## src/rtl/sm4_key_schedule.sv

```systemverilog
// SM4 key expansion: one tau/L' round per cycle over 32 cycles, round keys kept
// in a 32x32 store that the cipher core reads forward (encrypt) or reversed (decrypt).

module sm4_sbox (
  input  logic [7:0] i_a,
  output logic [7:0] o_b
);
  localparam logic [0:255][7:0] SBOX = {
    128'hd690e9fecce13db716b614c228fb2c05, 128'h2b679a762abe04c3aa44132649860699,
    128'h9c4250f491ef987a33540b43edcfac62, 128'he4b31ca9c908e89580df94fa758f3fa6,
    128'h4707a7fcf37317ba83593c19e6854fa8, 128'h686b81b27164da8bf8eb0f4b70569d35,
    128'h1e240e5e6358d1a225227c3b01217887, 128'hd40046579fd327524c3602e7a0c4c89e,
    128'heabf8ad240c738b5a3f7f2cef96115a1, 128'he0ae5da49b341a55ad933230f58cb1e3,
    128'h1df6e22e8266ca60c02923ab0d534e6f, 128'hd5db3745defd8e2f03ff6a726d6c5b51,
    128'h8d1baf92bbddbc7f11d95c411f105ad8, 128'h0ac13188a5cd7bbd2d74d012b8e5b4b0,
    128'h8969974a0c96777e65b9f109c56ec684, 128'h18f07dec3adc4d2079ee5f3ed7cb3948
  };
  assign o_b = SBOX[i_a];
endmodule

module sm4_key_schedule (
  input  logic         clk,
  input  logic         rst_n,
  input  logic         start,
  input  logic [127:0] mkey,
  output logic         busy,
  output logic         done,
  output logic         key_ready,
  output logic         rk_valid,
  output logic [31:0]  rk_out,
  output logic [4:0]   rk_idx,
  input  logic [4:0]   rd_addr,
  input  logic         rd_dec,
  output logic [31:0]  rd_data
);
  localparam logic [31:0] FK0 = 32'ha3b1bac6, FK1 = 32'h56aa3350,
                          FK2 = 32'h677d9197, FK3 = 32'hb27022dc;

  typedef enum logic [1:0] {S_IDLE, S_RUN, S_DONE} state_t;

  state_t             r_state, w_nxt;
  logic [3:0][31:0]   r_k;
  logic [4:0]         r_i;
  logic [31:0][31:0]  r_store;
  logic               w_start_ok;
  logic [7:0]         w_base;
  logic [31:0]        w_ck, w_t, w_b, w_l, w_rk;
  logic [4:0]         w_ra;

  assign w_start_ok = start && (r_state != S_RUN);
  assign busy       = (r_state == S_RUN);
  assign done       = (r_state == S_DONE);

  always_comb begin
    w_nxt = r_state;
    case (r_state)
      S_IDLE:  if (start) w_nxt = S_RUN;
      S_RUN:   if (r_i == 5'd31) w_nxt = S_DONE;
      S_DONE:  w_nxt = start ? S_RUN : S_IDLE;
      default: w_nxt = S_IDLE;
    endcase
  end

  // CK_i byte j = 7*(4i+j) mod 256; 8-bit arithmetic gives the wrap for free
  assign w_base = {1'b0, r_i, 2'b00};
  assign w_ck[31:24] = w_base * 8'd7;
  assign w_ck[23:16] = w_base * 8'd7 + 8'd7;
  assign w_ck[15:8]  = w_base * 8'd7 + 8'd14;
  assign w_ck[7:0]   = w_base * 8'd7 + 8'd21;

  assign w_t = r_k[1] ^ r_k[2] ^ r_k[3] ^ w_ck;

  for (genvar g = 0; g < 4; g++) begin : g_sbox
    sm4_sbox u_sbox (.i_a(w_t[8*g +: 8]), .o_b(w_b[8*g +: 8]));
  end

  assign w_l  = w_b ^ {w_b[18:0], w_b[31:19]} ^ {w_b[8:0], w_b[31:9]};
  assign w_rk = r_k[0] ^ w_l;
  assign w_ra = rd_dec ? ~rd_addr : rd_addr;

  always_ff @(posedge clk or negedge rst_n) begin
    if (!rst_n) begin
      r_state   <= S_IDLE;
      r_k       <= '0;
      r_i       <= '0;
      r_store   <= '0;
      key_ready <= 1'b0;
      rk_valid  <= 1'b0;
      rk_out    <= '0;
      rk_idx    <= '0;
      rd_data   <= '0;
    end else begin
      r_state  <= w_nxt;
      rk_valid <= (r_state == S_RUN);
      rd_data  <= r_store[w_ra];
      if (w_start_ok) begin
        r_k[0]    <= mkey[127:96] ^ FK0;
        r_k[1]    <= mkey[95:64]  ^ FK1;
        r_k[2]    <= mkey[63:32]  ^ FK2;
        r_k[3]    <= mkey[31:0]   ^ FK3;
        r_i       <= '0;
        key_ready <= 1'b0;
      end else if (r_state == S_RUN) begin
        r_k[2:0]       <= r_k[3:1];
        r_k[3]         <= w_rk;
        r_store[r_i]   <= w_rk;
        r_i            <= r_i + 5'd1;
        rk_out         <= w_rk;
        rk_idx         <= r_i;
        if (r_i == 5'd31) key_ready <= 1'b1;
      end
    end
  end
endmodule

```

## config.mk

```make
export PLATFORM = sky130hd
export DESIGN_NAME = sm4_key_schedule
export DESIGN_NICKNAME = d
export VERILOG_FILES = /design/src/rtl/sm4_key_schedule.sv
export SDC_FILE = /design/constraint.sdc
export NUM_CORES = 2
export LEC_CHECK = 0
export BUFFER_PORTS_ARGS = -buffer_cell sky130_fd_sc_hd__buf_2
export CORE_UTILIZATION = 37
export DETAILED_ROUTE_END_ITERATION = 8
export SYNTH_ARGS = -nofsm -noshare
export SYNTH_HDL_FRONTEND = slang
export SYNTH_HIERARCHICAL = 1
export SYNTH_SLANG_ARGS = --single-unit
```

## constraint.sdc

```tcl
create_clock -name clk -period 5.4 [get_ports clk]
set_clock_uncertainty 0.05 [all_clocks]
set_input_delay 0.54 -clock clk [delete_from_list [all_inputs] [get_ports clk]]
set_output_delay 0.54 -clock clk [all_outputs]
set_load 0.005 [all_outputs]
```

==> Word-level counts from Yosys, hierarchy flattened <==
Memories as Yosys holds them, arrays and structs flattened.
Cells that the tools add are included.
{ "totals": {"output_inout_bits": 73, "mem_bits_ro": 8192, "latchBits": 0, "memories": 4, "mem_bits_rw": 0, "in_bits": 137, "word_cells": 114, "ff_bits": 1230} }
{ "mem_list": {"columns": ["name", "depth", "word_bits", "rd", "rd_clocked_by_memory_dff", "wr", "line", "text"], "rows": [
  ["(name not given)", 256, 8, 1, 0, 0, "18", "assign o_b = SBOX[i_a];"],
  ["(name not given)", 256, 8, 1, 0, 0, "18", null],
  ["(name not given)", 256, 8, 1, 0, 0, "18", null],
  ["(name not given)", 256, 8, 1, 0, 0, "18", null]
]} }
{ "classes": {"mul": 1, "n_addsub": 4, "div_mod_pow": 0, "n_eq_ne": 6, "n_mux": 25, "reduce_logical": 8, "bitwise_logic": 16, "n_lt_le_gt_ge": 7, "shift": 0} }
{ "ops": {"columns": ["op", "count"], "rows": [
  ["$bwmux W1024", 1],
  ["$mux W128", 2],
  ["$xor A32 B32 Y32", 6],
  ["$bmux W32 S5", 1],
  ["$demux W32 S5", 1],
  ["$mux W32", 2],
  ["$mux W8", 8],
  ["$ge A9 B9 Y1 const B", 4],
  ["$not A8 Y9", 4],
  ["$not A14 Y14", 2],
  ["$not A19 Y19", 1],
  ["$not A17 Y17", 1],
  ["$mux W5", 3],
  ["$lt A5 B6 Y1 const B", 2],
  ["$add A8 B3 Y8 const B", 1],
  ["$add A8 B4 Y8 const B", 1],
  ["$add A8 B5 Y8 const B", 1],
  ["$mul A5 B3 Y6 const B", 1],
  ["$pmux W2 S3", 1],
  ["$reduce_and A2 Y1", 3],
  ["$add A5 B1 Y5 const B", 1],
  ["$eq A5 B5 Y1 const B", 1],
  ["$ge A5 B1 Y1 const B", 1],
  ["$not A5 Y5", 1],
  ["10 further kinds", 17]
]} }

==> Depth between registers and ports, before layout <==
{ "depth": {"depth_word": 12, "depth_mapped": 21, "mapped_depth_nobuf": 16} }

==> Modules after synthesis <==
The synthesis kept the hierarchy.
{ "by_module_without_submodules": {"columns": ["module", "instances", "area_each_um2", "seq_area_each_um2", "cells_per_inst"], "rows": [
  ["sm4_key_schedule", 1, 63449.6, 30779.5, 6064],
  ["sm4_sbox", 4, 3343.2, 0.0, 539]
]} }

==> Least setup slack after synthesis <==
OpenSTA, ideal clock, no wires.
{ "synth_path": {"kind": "register to register", "from": "register r_i[2]", "to": "register r_store[107] (netlist name)", "setup_slack_ns": 0.142, "arrival_time_ns": 5.072, "required_time_ns": 5.213, "stages_incl_launch_ff": 19, "path_buffers": 5, "setup_time_ns": 0.137, "period_less_slack_ns": 5.258, "cell_sequence": "dfrtp_1 fa_1 ha_1 fa_1 clkbuf_1 xor2_1 xnor2_1 xnor2_1 buf_2 buf_2 clkbuf_1 o311ai_0 a21oi_1 nor3_1 o32ai_1 xnor2_1 xnor2_1 clkbuf_1 a21oi_1"} }
{ "synth_via": {"elab_chain_cells": 11, "word_cells_on_any_way": 25, "classes_between": "add/sub: 2; mul: 1; order compare: 2; mux: 9; bitwise: 7; reduce/logical: 1; memory: 3"} }
{ "synth_lines": {"columns": ["item", "line", "text"], "rows": [
  ["start: declaration", "43", "logic [4:0] r_i;"],
  ["start signal: assignment", "107", "r_i <= r_i + 5'd1;"],
  ["$mul A5 B3 Y6", "68", "assign w_ck[15:8] = w_base * 8'd7 + 8'd14;"],
  ["$add A8 B4 Y8", "68", null],
  ["$xor A32 B32 Y32", "71", "assign w_t = r_k[1] ^ r_k[2] ^ r_k[3] ^ w_ck;"],
  ["net w_t[13]", "47", "logic [31:0] w_ck, w_t, w_b, w_l, w_rk;"],
  ["$not A8 Y9 (not written as such)", "18", null],
  ["$mem_v2 Z256 W8", null, null],
  ["$mux W8 (not written as such) (2 in series)", "18", null],
  ["net w_b[11]", "47", null],
  ["$xor A32 B32 Y32 (2 in series)", "77", "assign w_l = w_b ^ {w_b[18:0], w_b[31:19]} ^ {w_b[8:0], w_b[31:9]};"],
  ["$xor A32 B32 Y32", "78", "assign w_rk = r_k[0] ^ w_l;"],
  ["$bwmux W1024", "106", "r_store[r_i] <= w_rk;"],
  ["end signal: indexed assignment", "106", null],
  ["end: declaration", "44", "logic [31:0][31:0] r_store;"]
]} }
The timed path passes the listed nets, and every way through them passes these cells. The select of a mux whose other input is x is not followed.
A chain may end at the register's enable or synchronous reset.

==> Worst setup path after layout <==
{ "layout_path": {"from": "register r_i[0]", "to": "register r_store[700] (netlist name)"} }
The elaborated chain is that of the path after synthesis.

==> run_results.csv <==
group,metric,value,unit
outcome,status,"complete, no violations",
worst_setup_path,cp.arrival,5900,ps
sta,finalMaxSlewViolations,0,
worst_setup_path,crit_path_start_kind,"flop",
grt,antenna_found_initial,9,
layout,drive_above_1_share,0.1891,
routing,wl_per_cell,27.73,um
sta,whs,46.87,ps
place,place.gp.congestion,0.9785,
logic_synthesis,syn_area,0.07682,mm^2
logic_synthesis,synth.distinct_cells,83,
min_path,hold_path_class,"in2reg",
logic_synthesis,synth-adder-area-share,0.01238,
routing,drtPass1Iterations,8,
place,port_buffers,209,
routing,finalWirelength,311.3,mm
routing,vias,70230,
logic_synthesis,syn_area_per_cell,9.346,um^2
layout,nNetsFinal,8636,
sta,tightest_slew,1340,ps
logic_synthesis,ys_seq_area_frac,0.4007,
routing,vias_per_cell,6.255,
grt,grt_usage,0.2872,
grt,overflow,0,
floorplanning,initial_core_util,0.3740,
routing,drt_iter0_markers,8693,
layout,mostFrequentLayoutCell,"a21oi_1",
layout,final-seq-area,0.03078,mm^2
worst_setup_path,crit_required,5950,ps
floorplanning,fp.dieH,457.7,um
layout,final_cell_mix,"a21oi_1, nor2_1, dfrtp_1",
grt,grt_first_pass_wirelength,453.7,mm
sta,grt_setup_unrepaired,"yes",
floorplanning,io_pins,210,
floorplanning,core.rowCount,166,
sta,slew-limit-headroom,0.1048,
layout,fillers,19560,
floorplanning,die_width,457.7,um
clocking,clockBufferDepth,3,
clocking,cts_tree,"done",
sta,clock.fmax,0.1871,GHz
logic_synthesis,synth_compound_area_frac,0.2226,
routing,drc,0,
place,hpwl,199.5,mm
floorplanning,dieArea,0.2095,mm^2
logic_synthesis,synth_edf_count,0,
clocking,cts_root_buffer,"clkbuf_16",
logic_synthesis,synth_xor_area_frac,0.02349,
clocking,clk_latency,800,ps
logic_synthesis,synth_top_family_by_area,"compound AO/OA/AOI/OAI gates",
sta,fin_crit,5346,ps
sta,fin_crit_sh,0.9900,
sta,setup_viol,0,
clocking,clkTransAtPathRegs,60,ps
clocking,cts-htree-levels,4,
logic_synthesis,synthMuxAreaShare,0.1572,
logic_synthesis,ys.warnings.count,6,
clocking,cts-buffers-inserted,133,
logic_synthesis,synthFlopType,"dfrtp_1",
sta,hold_violations,0,
logic_synthesis,synthSimpleGateAreaFrac,0.1230,
floorplanning,core_area,0.2054,mm^2
grt,grt_pass1_vias,67890,
logic_synthesis,synthArstFlopShare,1.000,
clocking,numClockSinks,1230,
logic_synthesis,netlist_instances,8220,
worst_setup_path,critPathKind,"reg2reg",
grt,grt_max_degree,161,
worst_setup_path,end_kind,"flop",
job,drv_cap,0,
layout,multi_input_area,0.04264,mm^2
layout,areaGrowthSynthToFinish,16.65,%
logic_synthesis,ys_ff_latch,1230,
routing,drtAntennaViolNets,0,
logic_synthesis,synth_nets,8430,
worst_setup_path,cp_max_fo,32,
[stage by stage]
stage | worst slack, ps | cell area, um^2 | setup TNS (ps) | cells | util
after detailed placement | -493.5 | 83370 | -169430 | 10880 | 0.4059
after global placement | -512.0 | 83370 | -174270 | 10880 | 0.4059
after global routing | -116.6 | 89610 | -5825 | 11230 | 0.4362
final | 54.02 | 89610 | 0 | 11230 | 0.4362
after CTS | 8.704 | 88690 | 0 | 11200 | 0.4318
after floorplan | 141.5 | 76820 | 0 | 8220 | -
[cell families after synthesis]
kind of cell	after synthesis
compound gates	2737
xor+xnor	206
mux	870
buf+inv	924
flops	1230
simple gates	2180
fa+ha+maj	73
[timing repair]
item,in CTS,in global routing
endpoints found under the hold margin,184,0
setup buffers,12,10
cloned,1,12
setup endpoints to repair,1012,934
pin swaps,11,25
hold buffers,69,0
resized for setup,21,83
[path summary, 6_finish.rpt]
kind	from	end	slack, ps	cells past startpoint
worst min-delay path	mkey[114]	r_k[18]	50	3
min in group asynchronous	rst_n	rd_data[19]	310	2
worst min register to register	rk_out[31]	rk_out[31]	430	2
max in group asynchronous	rst_n	rd_data[29]	3490	3
worst max-delay path	r_i[0]	r_store[700]	50	19
worst max register to register	r_i[0]	r_store[700]	50	19
[state kept, by name (all words and copies together) (netlist names)]
register	count
rd_data	32
r_state	2
r_i	5
rk_valid	1
r_store	1024
rk_out	32
key_ready	1
rk_idx	5
r_k	128
[per-layer routing]
metal	vias to the layer above	wire length, um	track usage
li1	30510	-	-
met1	34970	123000	0.3757
met2	3854	142800	0.4529
met3	889	27170	0.05061
met4	2	18350	0.1528
met5	-	13	0
[cell usage after synthesis (all sizes together) (14+ instances only)]
library cell | count | area [um^2]
a32o | 39 | 390.4
inv | 43 | 161.4
nand2b | 77 | 481.7
nand3b | 24 | 180.2
nor2b | 83 | 529.3
buf | 487 | 3012
and2 | 38 | 237.7
nor2 | 1348 | 5150
nand4 | 21 | 131.4
o211ai | 72 | 540.5
or3 | 24 | 150.1
o21a | 15 | 112.6
o31ai | 30 | 225.2
o2111ai | 17 | 148.9
a311oi | 40 | 350.3
a21oi | 1334 | 6691
clkbuf | 382 | 1434
o41ai | 16 | 170.2
a21o | 17 | 127.6
a221oi | 204 | 1981
nand2 | 334 | 1269
dfrtp | 1230 | 30780
nor4 | 14 | 102.6
nor3 | 80 | 410.4
o311ai | 48 | 420.4
a211oi | 66 | 495.5
mux4 | 268 | 6036
mux2i | 590 | 5906
a221o | 31 | 310.3
a31oi | 44 | 275.3
nand3 | 84 | 420.4
xor2 | 19 | 166.4
o21ai | 423 | 2117
xnor2 | 187 | 1638
a22oi | 201 | 1509
ha | 68 | 850.8
a2111oi | 26 | 227.7
a211o | 24 | 210.2
[critical path: stages (launching register included)]
cell and delay (ps):
dfrtp_1 410, fa_1 500, ha_2 210, fa_2 620, buf_4 150, nand2_1 40, nor2_1 110, xnor2_1 180
xnor2_2 170, inv_1 410, buf_4 240, o21a_1 110, o21ai_0 280, a311oi_1 390, o31ai_1 130, buf_4 210
xnor2_1 350, xnor2_2 210, buf_12 230, a21oi_1 90
[final cells by class]
type	instances	area share
flip-flops and latches	1230	0.3435
clock inverters	54	0.006688
diodes	6	0.0001676
well taps	2688	0.03753
clock buffers	188	0.04250
inverters	55	0.002555
multi-input cells	6066	0.4758
repair buffers	940	0.09127
Power is not shown: default switching activity piles up to over one toggle a cycle in this logic, so the estimate is an artifact.
